--- config.mk ---
export PLATFORM = sky130hd
export DESIGN_NAME = series_eval_ctrl
export DESIGN_NICKNAME = d
export VERILOG_FILES = /design/src/rtl/series_eval_ctrl.sv
export SDC_FILE = /design/constraint.sdc
export NUM_CORES = 1
export LEC_CHECK = 0
export ABC_AREA = 1
export ABC_CLOCK_PERIOD_IN_PS = 1900
export CORE_MARGIN = 2
export CORE_UTILIZATION = 40
export DETAILED_ROUTE_END_ITERATION = 10
export HOLD_SLACK_MARGIN = 0.03
export PLACE_DENSITY = 0.62
export SETUP_SLACK_MARGIN = 0.1
export SLEW_MARGIN = 0
export SYNTH_ARGS = -nofsm -noshare
export SYNTH_HDL_FRONTEND = slang
export SYNTH_SLANG_ARGS = --single-unit
--- constraint.sdc ---
create_clock -name clk -period 1.9 [get_ports clk]
set_input_delay 0.285 -clock clk [delete_from_list [all_inputs] [get_ports clk]]
set_output_delay 0.285 -clock clk [all_outputs]
set_load 0.005 [all_outputs]
--- src/rtl/series_eval_ctrl.sv ---
// Sequencer for one series-evaluation pass: host start/result handshake, term counter
// start/stop, MAC enable aligned to coefficient valid, and a term-count cross-check.
module series_eval_ctrl #(
  parameter int CNTR_DEPTH = 5,
  parameter int ROM_LAT    = 1,
  parameter int MAC_LAT    = 2
) (
  input  logic                  clk,
  input  logic                  rst_n,
  input  logic                  start,
  input  logic [CNTR_DEPTH-1:0] num_terms,
  input  logic                  abort,
  input  logic [CNTR_DEPTH-1:0] term_cnt,
  output logic                  start_cntr,
  output logic                  cntr_done,
  output logic                  acc_clr,
  output logic                  mac_en,
  output logic                  busy,
  output logic                  result_valid,
  input  logic                  result_ready,
  output logic                  err_zero,
  output logic                  err_sync
);

  localparam int                 DRAIN_W    = $clog2(ROM_LAT + MAC_LAT);
  localparam logic [DRAIN_W-1:0] DRAIN_LOAD = DRAIN_W'(ROM_LAT + MAC_LAT - 1);

  typedef enum logic [2:0] {S_IDLE, S_CLR, S_RUN, S_DRAIN, S_RESULT} state_t;

  state_t                r_state;
  logic [CNTR_DEPTH-1:0] r_n;
  logic [CNTR_DEPTH-1:0] r_shadow;
  logic [DRAIN_W-1:0]    r_drain;
  logic [ROM_LAT-1:0]    r_dly;
  logic                  w_term_valid;
  logic                  w_last_term;

  assign w_term_valid = (r_state == S_RUN);
  assign w_last_term  = (r_shadow == r_n - CNTR_DEPTH'(1));
  assign mac_en       = r_dly[ROM_LAT-1];
  // An abort must stop the term counter in the same cycle, so this one is not registered.
  assign cntr_done    = w_term_valid && (w_last_term || abort);

  // NOTE: sequential state uses <= only, so every read in this block sees the pre-edge value.
  always_ff @(posedge clk) begin
    if (rst_n) begin
      r_state      <= S_IDLE;
      r_n          <= '0;
      r_shadow     <= '0;
      r_drain      <= '0;
      r_dly        <= '0;
      start_cntr   <= 1'b0;
      acc_clr      <= 1'b0;
      busy         <= 1'b0;
      result_valid <= 1'b0;
      err_zero     <= 1'b0;
      err_sync     <= 1'b0;
    end else begin
      start_cntr <= 1'b0;
      acc_clr    <= 1'b0;
      err_zero   <= 1'b0;
      r_dly[0]   <= w_term_valid;
      for (int i = 1; i < ROM_LAT; i++) r_dly[i] <= r_dly[i-1];

      if (abort && r_state != S_IDLE) begin
        r_state      <= S_IDLE;
        busy         <= 1'b0;
        result_valid <= 1'b0;
        r_dly        <= '0;
      end else begin
        case (r_state)
          S_IDLE: begin
            if (start) begin
              if (num_terms != '0) begin
                r_n        <= num_terms;
                err_sync   <= 1'b0;
                acc_clr    <= 1'b1;
                start_cntr <= 1'b1;
                busy       <= 1'b1;
                r_state    <= S_CLR;
              end else begin
                err_zero <= 1'b1;
              end
            end
          end
          S_CLR: begin
            r_shadow <= '0;
            r_state  <= S_RUN;
          end
          S_RUN: begin
            if (term_cnt != r_shadow) err_sync <= 1'b1;
            if (w_last_term) begin
              r_drain <= DRAIN_LOAD;
              r_state <= S_DRAIN;
            end else begin
              r_shadow <= r_shadow + CNTR_DEPTH'(1);
            end
          end
          S_DRAIN: begin
            if (r_drain == '0) begin
              result_valid <= 1'b1;
              r_state      <= S_RESULT;
            end else begin
              r_drain <= r_drain - DRAIN_W'(1);
            end
          end
          S_RESULT: begin
            if (result_ready) begin
              result_valid <= 1'b0;
              busy         <= 1'b0;
              r_state      <= S_IDLE;
            end
          end
          default: r_state <= S_IDLE;
        endcase
      end
    end
  end

endmodule

* Word level (Yosys, flattened, before mapping) *
Cells that the tools add are included.

storage, ports and cells
  input port bits = 15
  flip-flop bits (word level) = 21
  logic and storage cells = 74

operators by class
  $add $sub $neg = 3
  reductions and logical operators = 21
  muxes and demuxes = 23
  eq/ne operators = 14
  bitwise logic cells = 3

operators with widths
  cell                 count
  $mux 3               5
  $pmux 3 s5           1
  $ne 2x2->1 const B   6
  $reduce_and 4->1     3
  $pmux 5 s2           1
  $reduce_and 5->1     2
  $reduce_bool 2->1    5
  $mux 1               9
  $eq 3x2->1 const B   2
  $pmux 1 s2           3
  $reduce_and 3->1     2
  $add 5x1->5 const B  1
  $eq 5x5->1           1
  $mux 5               1
  $ne 5x5->1           1
  $reduce_bool 5->1    1
  $sub 5x1->5 const B  1
  $mux 2               2
  $ne 2x1->1 const B   2
  $pmux 2 s2           1
  $reduce_or 4->1      1
  $eq 3x1->1 const B   1
  $eq 3x3->1 const B   1
  $logic_not 3->1      1
  other kinds (7)      10

* Depth between registers and ports, before layout *
  word-level depth = 4
  mapped depth = 13
  gate-level depth less buffers = 13

* Least setup slack after synthesis *
OpenSTA, ideal clock, no wires.

  path kind = reg2out
  from = register r_n[0]
  to = output cntr_done
  required time = 1615 ps
  stages on the path, launching flop included = 11
  data arrival time = 1252 ps
  path slack = 363 ps
  cells stage by stage = dfxtp_1 inv_1 ha_1 inv_1 nand2_1 nand2_1 nor2_2 nand2_2 nor2_4 nand3_4 o21ai_0

between the ends
  cells in the longest elaborated chain, start to end = 4

ends and longest elaborated chain
  item                    line  text
  start, declared         31    logic [CNTR_DEPTH-1:0] r_n;
  start signal, assigned  75    r_n <= num_terms;
  $sub 5x1->5             39    assign w_last_term = (r_shadow == r_n - CNTR_DEPTH'(1));
  $eq 5x5->1              39
  $logic_or 1x1->1        42    assign cntr_done = w_term_valid && (w_last_term || abort);
  $logic_and 1x1->1       42
  end, declared           15    output logic cntr_done,

No other way between the ends.

* Worst setup path in the final report *
  from = register r_n[1]
  to = output cntr_done

The elaborated chain is that of the path after synthesis.

==> results.md <==
- Ys async rst share: 0%
- Status: completed
- Max FO, Critical Path: 2
- Distinct cells, synth: 28
- Die width: 60.46 um
- Worst hold path class: reg2reg
- Clock transition at path regs: 0.12 ns
- DP Wirelength: 2321 um
- Pwr/cell area: 1138 nW/um2
- Chip height: 60.46 um
- # fillers: 316
- Top cells by area, synth: dfxtp_1 (33%), nand2_1 (14%), inv_1 (10%)
- Multi-input gate area: 730.7 um2
- Pleak: 0.7505 nW
- Worst slew pin tran: 0.3302 ns
- Synthesis-stage register bit count: 21
- Final hold violations: 0
- Yosys top cell area share: 32.97%
- Register area share after synthesis: 32.97%
- Tot GR Track Use: 18.19%
- Final #Nets: 253
- Ports: 23
- Post-Syn Instances: 198
- PnR Total Power: 1.924 mW
- Clk buf depth: 2
- GP Congestion: 0.8836
- Mapped Area: 1275 um2
- F_max: 531.0 MHz
- Row count: 20
- # DRC: 0
- Slew HR: 77.96%
- Hold Path Cell Cnt: 2
- Fin crit period: 1.883 ns
- First-pass GRT wire length: 5037 um
- Die area: 3655 um2
- Placed Cells: 272
- Detailed Route WL: 2970 um
- Share of post-route cells with drive strength above 1: 17.95%
- Initial Util: 41.76%
- CTS Buf Count: 3
- Commonest non-fill, non-tap cells in the layout: nand2_1 (47), inv_1 (31), nor2_1 (26)
- Root Driver: clkbuf_4
- CP Data Arrival Time: 1.60 ns
- GRT overflow: 0
- Initial antenna violation count: 0
- Vias in the first global route: 1228
- Syn-to-layout area delta: 32.68%
- Syn Nets: 216
- N_diodes: 0
- Peak supply drop: 0.4402 mV
- WL/cell: 10.68 um
- Core ar.: 3053 um2
- Vias/cell: 4.737
- Maxcap violations: 0
- Total vias in the final route: 1317
- Port Buf Inserts: 22
- DRT Pass-1 Iters: 4
- Pin count of the biggest net entering global routing: 13
- Main flop type after synthesis: dfxtp_1
- WP data required: 1.62 ns
- Setup Crit Path Kind: reg2out
- Yosys warning count: 0
- Layout Cells excl Fill: 278
- H-tree Lvls: 1
- Mapped Avg Cell Area: 6.439 um2
- Post-route ant nets: 0
- Worst Reg-to-Reg Cells: 15
- Post-synth top area cell: dfxtp_1
- Fin crit share: 99.12%
- Number of DRC markers in iteration 0: 44
- Worst skew pair latency: 0.30 ns
- Setup violators final: 0
- Startpoint types: flop
- Element type at the critical path end: output port
- Commonest non-fill, non-tap cell in the layout: nand2_1
- Sequential Area: 422.9 um2
- Post-synth EDFFs: 0
- Hold-fix buffer count after cts: 0
- CTS tree: built
- Slew Limit Fails: 0
- Layout Skew: 0.003145 ns
- Sinks on Clock Net: 21
- RSZ-0062 raised after global routing: yes
-- synthesized netlist by cell type (2+ instances only) --
library cell and number:
ha_1 3, buf_2 2, nor2_1 26, xnor2_1 2, inv_2 2, nand2_1 48, inv_1 34, nand4_1 2
xor2_1 4, dfxtp_1 21, o21ai_0 6, nand2_2 3, nor2_4 2, a21oi_1 13, nor2_2 2, nand3_1 16
-- cell families after synthesis --
logic type	share of synthesized area (%)
buf+inv	12.27
fa+ha+maj	2.944
simple gates	36.70
compound gates	10.99
xor+xnor	4.122
flops	32.97
-- report_power, final --
group / internal (mW) / switching [mW] / total (mW)
sequential: 0.554 / 0.0790 / 0.633
clock: 0.0785 / 0.138 / 0.217
combinational: 0.446 / 0.629 / 1.07
total: 1.08 / 0.846 / 1.92
-- metal layers --
metal	part of all wire [%]	vias to the layer above	GRT usage, %	wire length, um
met1	45	601	21.80	1341
met2	50	22	34.01	1491
met5	0	-	0	0
met4	1.3	0	5.590	38
met3	3.3	5	1.919	98
li1	-	689	-	-
-- registers in the layout, summed over array words and instances (netlist names), 2 cells and up --
| signal | cells |
|---|---|
| r_drain | 2 |
| r_state | 3 |
| r_shadow | 5 |
| r_n | 5 |
-- final timing paths --
kind           from         end  slack [ns]
min reg2reg    busy        busy        0.46
max          r_n[1]   cntr_done        0.02
min            busy        busy        0.46
max reg2reg  r_n[1]  r_state[1]        0.13
-- critical path, cell delays in order (launching register included) --
cell	delay (ns)
dfxtp_2	0.35
inv_2	0.05
ha_4	0.26
inv_2	0.03
nand2_1	0.04
nand2_1	0.06
nor2_2	0.09
nand2_2	0.07
nor2_4	0.11
nand3_4	0.07
o21ai_2	0.06
buf_2	0.12
-- final cells by class --
| cell class | instances | share of cell area [%] |
|---|---|---|
| Clock buffer | 3 | 1.331 |
| Clock inverter | 1 | 0.2959 |
| Inverter | 36 | 7.988 |
| Multi-Input combinational cell | 137 | 43.20 |
| Sequential cell | 21 | 25.00 |
| Tap cell | 44 | 3.254 |
| Timing Repair Buffer | 36 | 18.93 |
-- through the flow --
stage,TNS (ns),worst slack [ns],instance area (um2),hold WS [ns],util [%]
2_1_floorplan,0,0.3635,1275,0.3541,-
3_3_place_gp,-0.08611,-0.08611,1619,0.4409,53.03
3_5_place_dp,-0.1348,-0.1348,1619,0.4494,53.03
4_1_cts,-0.04338,-0.04338,1675,0.4704,54.88
5_1_grt,-0.09596,-0.09596,1692,0.4850,55.41
6_report,0,0.01680,1692,0.4591,55.41
-- timing repair --
item,in CTS,in global routing
resized for setup,12,4
setup endpoints to repair,1,9
pin swaps,5,4
buffers inserted,2,1
Power figures use the tool's default switching activity.
